### src/rtl/key_debounce.sv
// Push-button debouncer with press/release pulses and an optional long-press pulse.
// key_in (low = pressed) is synchronised, filtered through a four-state FSM and
// turned into a debounced level plus one-cycle event pulses.
// Optional feature: define KEY_LONG_PRESS_EN to enable the key_long pulse; when it
// is undefined key_long is tied low and the hold counter saturates at DEB_CNT-1.
// Parameters must satisfy DEB_CNT >= 2 and LONG_CNT > DEB_CNT.
module key_debounce #(
    parameter int DEB_CNT  = 1000000,
    parameter int LONG_CNT = 50000000
) (
    input  logic clk,
    input  logic rst_n,
    input  logic key_in,
    output logic key_state,
    output logic key_press,
    output logic key_release,
    output logic key_long
);

    typedef enum logic [1:0] {
        IDLE       = 2'd0,
        PRESS_FILT = 2'd1,
        DOWN       = 2'd2,
        REL_FILT   = 2'd3
    } state_t;

    // The shared counter must hold max(DEB_CNT, LONG_CNT)-1.
    localparam int CNT_MAX = (DEB_CNT > LONG_CNT) ? DEB_CNT : LONG_CNT;
    localparam int CNT_W   = (CNT_MAX > 2) ? $clog2(CNT_MAX) : 1;

    localparam logic [CNT_W-1:0] DEB_LAST  = CNT_W'(DEB_CNT - 1);
`ifdef KEY_LONG_PRESS_EN
    localparam logic [CNT_W-1:0] HOLD_LAST = CNT_W'(LONG_CNT - 1);
`else
    localparam logic [CNT_W-1:0] HOLD_LAST = DEB_LAST;
`endif

    logic [1:0]       sync_q, sync_d;
    logic             key_s;
    state_t           state_q, state_d;
    logic [CNT_W-1:0] cnt_q, cnt_d;
    logic             key_state_q, key_state_d;
    logic             key_press_q, key_press_d;
    logic             key_release_q, key_release_d;

    // Two-flop synchroniser shift: key_in enters bit 0, key_s leaves bit 1.
    always_comb begin
        sync_d = {sync_q[0], key_in};
    end

    assign key_s = sync_q[1];

    // Synchroniser flops; idle (released) level is 1 so reset looks like no press.
    always_ff @(posedge clk or negedge rst_n) begin
        if (!rst_n) begin
            sync_q <= 2'b11;
        end else begin
            // NOTE: sequential state always uses non-blocking assignments so every
            // flop samples the pre-edge value of its inputs, whatever the order.
            sync_q <= sync_d;
        end
    end

    // Next-state, counter and registered-output logic of the debounce FSM.
    always_comb begin
        // NOTE: every combinational output gets a default first, so no path through
        // the case statement can leave a signal unassigned and infer a latch.
        state_d       = state_q;
        cnt_d         = cnt_q;
        key_press_d   = 1'b0;
        key_release_d = 1'b0;

        unique case (state_q)
            IDLE: begin
                if (!key_s) begin
                    state_d = PRESS_FILT;
                    cnt_d   = '0;
                end
            end
            PRESS_FILT: begin
                if (key_s) begin
                    state_d = IDLE;
                    cnt_d   = '0;
                end else if (cnt_q == DEB_LAST) begin
                    state_d     = DOWN;
                    cnt_d       = '0;
                    key_press_d = 1'b1;
                end else begin
                    cnt_d = cnt_q + 1'b1;
                end
            end
            DOWN: begin
                if (key_s) begin
                    state_d = REL_FILT;
                    cnt_d   = '0;
                end else if (cnt_q != HOLD_LAST) begin
                    cnt_d = cnt_q + 1'b1;
                end
            end
            REL_FILT: begin
                if (!key_s) begin
                    // Bounce while releasing: back to DOWN and restart the hold count.
                    state_d = DOWN;
                    cnt_d   = '0;
                end else if (cnt_q == DEB_LAST) begin
                    state_d       = IDLE;
                    cnt_d         = '0;
                    key_release_d = 1'b1;
                end else begin
                    cnt_d = cnt_q + 1'b1;
                end
            end
            default: begin
                state_d = IDLE;
                cnt_d   = '0;
            end
        endcase

        key_state_d = (state_d == DOWN) || (state_d == REL_FILT);
    end

    // FSM state, counter and event/level output registers.
    always_ff @(posedge clk or negedge rst_n) begin
        if (!rst_n) begin
            state_q       <= IDLE;
            cnt_q         <= '0;
            key_state_q   <= 1'b0;
            key_press_q   <= 1'b0;
            key_release_q <= 1'b0;
        end else begin
            state_q       <= state_d;
            cnt_q         <= cnt_d;
            key_state_q   <= key_state_d;
            key_press_q   <= key_press_d;
            key_release_q <= key_release_d;
        end
    end

`ifdef KEY_LONG_PRESS_EN
    logic long_done_q, long_done_d;
    logic key_long_q, key_long_d;

    // Long-press detect: fire once per press, the cycle after the hold count tops out.
    always_comb begin
        long_done_d = long_done_q;
        key_long_d  = 1'b0;
        if (state_q == IDLE) begin
            long_done_d = 1'b0;
        end else if ((state_q == DOWN) && (cnt_q == HOLD_LAST) && !long_done_q) begin
            key_long_d  = 1'b1;
            long_done_d = 1'b1;
        end
    end

    // Long-press flag and pulse registers.
    always_ff @(posedge clk or negedge rst_n) begin
        if (!rst_n) begin
            long_done_q <= 1'b0;
            key_long_q  <= 1'b0;
        end else begin
            long_done_q <= long_done_d;
            key_long_q  <= key_long_d;
        end
    end

    assign key_long = key_long_q;
`else
    assign key_long = 1'b0;
`endif

    assign key_state   = key_state_q;
    assign key_press   = key_press_q;
    assign key_release = key_release_q;

endmodule

### config.mk
export PLATFORM = sky130hd
export DESIGN_NAME = key_debounce
export DESIGN_NICKNAME = d
export VERILOG_FILES = /design/src/rtl/key_debounce.sv
export SDC_FILE = /design/constraint.sdc
export NUM_CORES = 1
export LEC_CHECK = 0
export BUFFER_PORTS_ARGS = -buffer_cell sky130_fd_sc_hd__buf_2
export CORE_MARGIN = 2
export CORE_UTILIZATION = 30
export CTS_CLUSTER_DIAMETER = 40
export DETAILED_ROUTE_END_ITERATION = 6
export MAX_ROUTING_LAYER = met4
export PLACE_DENSITY = 0.4
export SLEW_MARGIN = 20
export SYNTH_ARGS = -nofsm -noshare
export SYNTH_HDL_FRONTEND = slang
export SYNTH_SLANG_ARGS = --single-unit
export TNS_END_PERCENT = 100
### constraint.sdc
create_clock -name clk -period 2.45 [get_ports clk]
set_input_delay 0.6125 -clock clk [delete_from_list [all_inputs] [get_ports clk]]
set_output_delay 0.6125 -clock clk [all_outputs]
set_load 0.005 [all_outputs]
# ---- Yosys cells after proc, flatten, opt, wreduce, memory -nomap -nowiden
# Cells that the tools add are included.
dict set report classes {
  addsub 1
  mul 0
  n_div 0
  n_lt_le_gt_ge 0
  n_eq_ne 9
  shift 0
  muxes 19
  bitwise 0
  n_reduce_logical 3
}
# operator n
set op_table {}
lappend op_table {{two-way mux 26 bit} 6}
lappend op_table {{one-hot mux 26 bit (4 select lines)} 1}
lappend op_table {{adder 26 x 1 -> 26 bit (second input constant)} 1}
lappend op_table {{== test 26 x 20 -> 1 bit (second input constant)} 1}
lappend op_table {{inequality test 26 x 20 -> 1 bit (second input constant)} 1}
lappend op_table {{two-way mux 2 bit} 6}
lappend op_table {{== test 2 bit (second input constant)} 4}
lappend op_table {{one-hot mux 2 bit (4 select lines)} 1}
lappend op_table {{two-way mux 1 bit} 5}
lappend op_table {{inequality test 3 bit (second input constant)} 1}
lappend op_table {{== test 2 x 1 -> 1 bit (second input constant)} 1}
lappend op_table {{logical NOT 2 bit} 1}
lappend op_table {{inequality test 2 bit (second input constant)} 1}
lappend op_table {{AND reduction 2 bit} 1}
lappend op_table {{logical OR 1 bit} 1}
dict set report word_totals {
  regBits 33
  latchBits 0
  mem_bits_rw 0
  rom_bits 0
  in_bits 3
  out_inout_bits 4
  word_cells 38
  mem_count 0
}

# ---- Longest topological paths before layout
dict set report logic_depth {
  ltp_word 6
  depth_mapped 7
  ltp_nobuf 6
}

# ---- Worst setup path before layout
# Ideal clock, no wire load.
dict set report synth_timing {
  kind {reg-to-reg}
  from {register cnt_q[11]}
  to {register cnt_q[21]}
  setup_ns 0.119
  arrival_time_ns 1.956
  t_required_ns 2.331
  setup_slack_ns 0.375
  stages_incl_launch_ff 8
  path_buffers 2
  synth_period_minus_slack_ns 2.075
  path_cell_list {dfrtp_1 -> buf_6 -> or4b_4 -> nor4_4 -> a21oi_2 -> a21oi_4 -> buf_6 -> nor2_1}
}
dict set report synth_between {
  elab_chain_len 4
  elab_cells_between_ends 11
  cone_classes {1 x add/sub; 3 x eq/ne; 6 x mux; 1 x reduce/logical}
}
# element line
set synth_rtl {}
lappend synth_rtl {{start, declared} 41} ;# logic [CNT_W-1:0] cnt_q, cnt_d;
lappend synth_rtl {{start signal, assigned} 132} ;# cnt_q <= cnt_d;
lappend synth_rtl {{adder 26 x 1 -> 26 bit or == test 26 x 20 -> 1 bit (tied branches)} n/a}
lappend synth_rtl {{two-way mux 26 bit (on tied branches)} {84, 105, 96}}
lappend synth_rtl {{two-way mux 26 bit (on tied branches)} {101, 81, 93}}
lappend synth_rtl {{one-hot mux 26 bit (4 select lines)} 73} ;# unique case (state_q)
# Several ways; a longest one is shown, not always the timed one. The select of a mux whose other input is x is not followed.
# A chain may end at the register's enable or synchronous reset.

# ---- Final worst setup path
dict set report layout_timing {
  from {register cnt_q[12]}
  to {register cnt_q[6]}
}
dict set report layout_between {
  elab_chain_len 4
  elab_cells_between_ends 8
  cone_classes {3 x eq/ne; 4 x mux; 1 x reduce/logical}
}
# element line
set layout_rtl {}
lappend layout_rtl {{== test 26 x 20 -> 1 bit} {84, 105}}
lappend layout_rtl {{two-way mux 26 bit} {84, 105}}
lappend layout_rtl {{two-way mux 26 bit (on tied branches)} {101, 81}}
lappend layout_rtl {{one-hot mux 26 bit (4 select lines)} 73}
# Several ways; a longest one is shown, not always the timed one.

==> qor.yml <==
run_status: "finished clean"
ys_dominant_reg_cell: "sky130_fd_sc_hd__dfrtp_1"
finalSetupViolations: 0
grt_pass1_wl_um: 9120
power_mw: 1.07
synth_cells: 231
hold-path-cell-count: 0
die_span_y_um: 87.0
clk_root_buffer_cell: "sky130_fd_sc_hd__clkbuf_8"
tritoncts_num_sinks: 33
final_layout_size_suffix_gt1_frac: 0.143
finish.instance_area_um2: 2280
globalRouteOverflowTotal: 0
crit_arrival_ns: 2.46
internal_power_mw: 0.791
insertedDiodeCount: 0
post-route-period-util: 0.934
critical_path.reg2reg.endpoint: "cnt_q[6]"
final_antenna_net_count: 0
cts_tree: "yes"
floorplan.die_area_um2: 7570
crit-reg2reg-launch: "cnt_q[12]"
cts-buffers-inserted: 5
r2r_cells: 5
timing.critical_path.cells: "or4b_4 -> nor4_4 -> and2_0 -> o21ai_2 -> a22o_1"
net-switching-power_mw: 0.279
power_density_nw_per_um2: 470
yosysTopAreaCellShare: 0.375
routabilityCongestion: 0.845
number_of_enable_flip_flop_cells_after_synthesis: 0
cts-htree-levels: 2
path_delay_family: "simple AND/OR/NAND/NOR gates"
clockBufferDepth: 2
timing.critical_path.buf_inv: 0
finalCriticalPeriod_ns: 2.29
floorplan.rows: 30
timing.final.hold_violations: 0
worst_pin_slew_ns: 0.802
path_class: "reg -> reg"
worstPathRequired_ns: 2.62
relative_contribution_of_sequential_cells_to_total_power: 0.540
placement.io_buffers: 5
type_of_the_worst_min_delay_path: "reg -> reg"
critical-path-max-stage-delay_ns: 0.55
ys_top_cells_by_count: "sky130_fd_sc_hd__dfrtp_1, sky130_fd_sc_hd__nor2_1, sky130_fd_sc_hd__nand2_1, sky130_fd_sc_hd__nand3_1, sky130_fd_sc_hd__xnor2_1"
whs_ns: 0.355
worstPathMaxFanout: 7
avgViaCountPerCell: 5.42
ctsHoldBuffers: 0
placedCellCount: 310
clk_pin_slew_ns: 0.07
area_delta_synth_final_pct: 10.2
drcViolationCount: 0
p_sw_frac: 0.261
tot_gr_track_use: 0.161
drt-pass1-iter-count: 5
routed_wire_length_per_instance_um: 16.8
wl_um: 5340
drv_slew: 0
non_filler_instance_count_after_layout: 318
netlist_area_um2: 2070
postCtsSetupRepairBufs: 0
power.share.combinational: 0.080
cp-start-kind: "flop"
worstHoldStart: "sync_q[0]"
grt_max_degree: 34
worst_setup_path_end_kind: "flop"
grt_setup_unrepaired: "no"
max-slew-margin-rel: 0.461
design.final.nets: 241
clk-insertion-delay-late_ns: 0.28
synth.lib_cells_used.distinct: 51
seq_area_frac_synth: 0.401
post_dp_cell_area_um2: 2190
worst_hold_path.endpoint: "sync_q[1]"
vias_in_the_first_global_route: 1754
timing.critical_path.slowest_stage_cell: "sky130_fd_sc_hd__or4b_4"
top_level_ports: 7
grt_antenna_before_repair: 0
setup_tns_ns: 0
synth_top_cells_by_area: "sky130_fd_sc_hd__dfrtp_1, sky130_fd_sc_hd__xnor2_1, sky130_fd_sc_hd__nor2_1"
asyncSetResetFlopFracSynth: 1.00
yosys.area.top_type: "sky130_fd_sc_hd__dfrtp_1"
leakage_power_nw: 0.874
die_w_um: 87.0
vias: 1725
peakVddDrop_mv: 0.229
floorplan.core_area_um2: 6720
clockPowerShare: 0.380
floorplan.initialDensity: 0.308
ys_ff_latch: 33
drtIter0Drc: 124
timing.clock.skew_ns: 0.00674
postSynthNetCount: 235
clock.fmax_mhz: 437
cts-resized-gates: 0
synth-warning-count: 0
place.detailed.hpwl_um: 3860
rrSetupSlack_ns: 0.16
avgSynthCellArea_um2: 8.95
maxCapViolCount: 0
==> sequential cells by signal (all words and copies together) (netlist names) <==
signal       cells
cnt_q           26
key_press        1
key_release      1
key_state        1
state_q          2
sync_q           2
==> through the flow <==
step | utilization | setup slack [ns]
6_report | 0.339 | 0.162
2_1_floorplan | - | 0.375
4_1_cts | 0.339 | 0.185
3_5_place_dp | 0.327 | 0.198
3_3_place_gp | 0.327 | 0.251
5_1_grt | 0.339 | 0.0654
==> cell families (layout without fill, tap and decap cells) <==
logic type,Yosys count,after routing,share of synthesized area
adder cells (fa/ha/maj),1,1,0.00605
AO/OA/AOI/OAI,36,36,0.128
other,1,1,0.00181
flip-flops,33,33,0.401
XOR/XNOR,22,22,0.0932
AND/OR/NAND/NOR,119,119,0.320
buffers and inverters,18,25,0.0448
multiplexers,1,1,0.00545
==> how the worst max path moves through the flow <==
stage / from / endpoint / slack [ns] / depth (start not counted)
2_1_floorplan: cnt_q[11] / cnt_q[21] / 0.38 / 7
3_3_place_gp: cnt_q[12] / cnt_q[6] / 0.25 / 5
3_5_place_dp: cnt_q[12] / cnt_q[6] / 0.20 / 5
4_1_cts: cnt_q[12] / cnt_q[6] / 0.18 / 5
5_1_grt: cnt_q[12] / cnt_q[6] / 0.07 / 5
6_report: cnt_q[12] / cnt_q[6] / 0.16 / 5
==> layout by cell type (no fill, tap or decap), drive strengths merged, types with 2 or more instances in the layout <==
master	instances
a31oi	3
xnor2	15
xor2	7
a31o	3
nor4b	2
a21oi	5
and3	6
a211oi	6
nor2b	3
nor4	9
or4	2
nand2	15
nand3	15
nand3b	2
inv	2
o32a	2
nor3	7
a22o	3
clkbuf	7
buf	15
dfrtp	31
and2	2
nand4	8
and4	2
o21ai	9
dfstp	2
nand4b	3
nor2	33
or3	5
==> per-layer routing <==
metal / global-route usage / vias to the layer above / routed length [µm]
met5: - / - / 0
met3: 0.0284 / 6 / 182
met1: 0.222 / 838 / 2640
met2: 0.244 / 29 / 2450
li1: - / 852 / -
met4: 0.0455 / 0 / 68
==> area by class of cell <==
class	count	area (µm²)
clock inverter	1	7.51
tap	80	100
sequential	33	828
timing repair buffer	15	113
fill	704	4440
inverter	2	7.51
multi-input combinational	180	1150
clock buffer	7	76.3
==> power by group through the flow <==
stage	sequential [mW]	combinational, mW	clock [mW]
2_1_floorplan	0.571	0.0677	0
3_3_place_gp	0.588	0.0874	0
4_1_cts	0.577	0.0875	0.426
3_5_place_dp	0.588	0.0869	0
6_report	0.578	0.0851	0.407
5_1_grt	0.580	0.0963	0.457
Power figures use the tool's default switching activity.
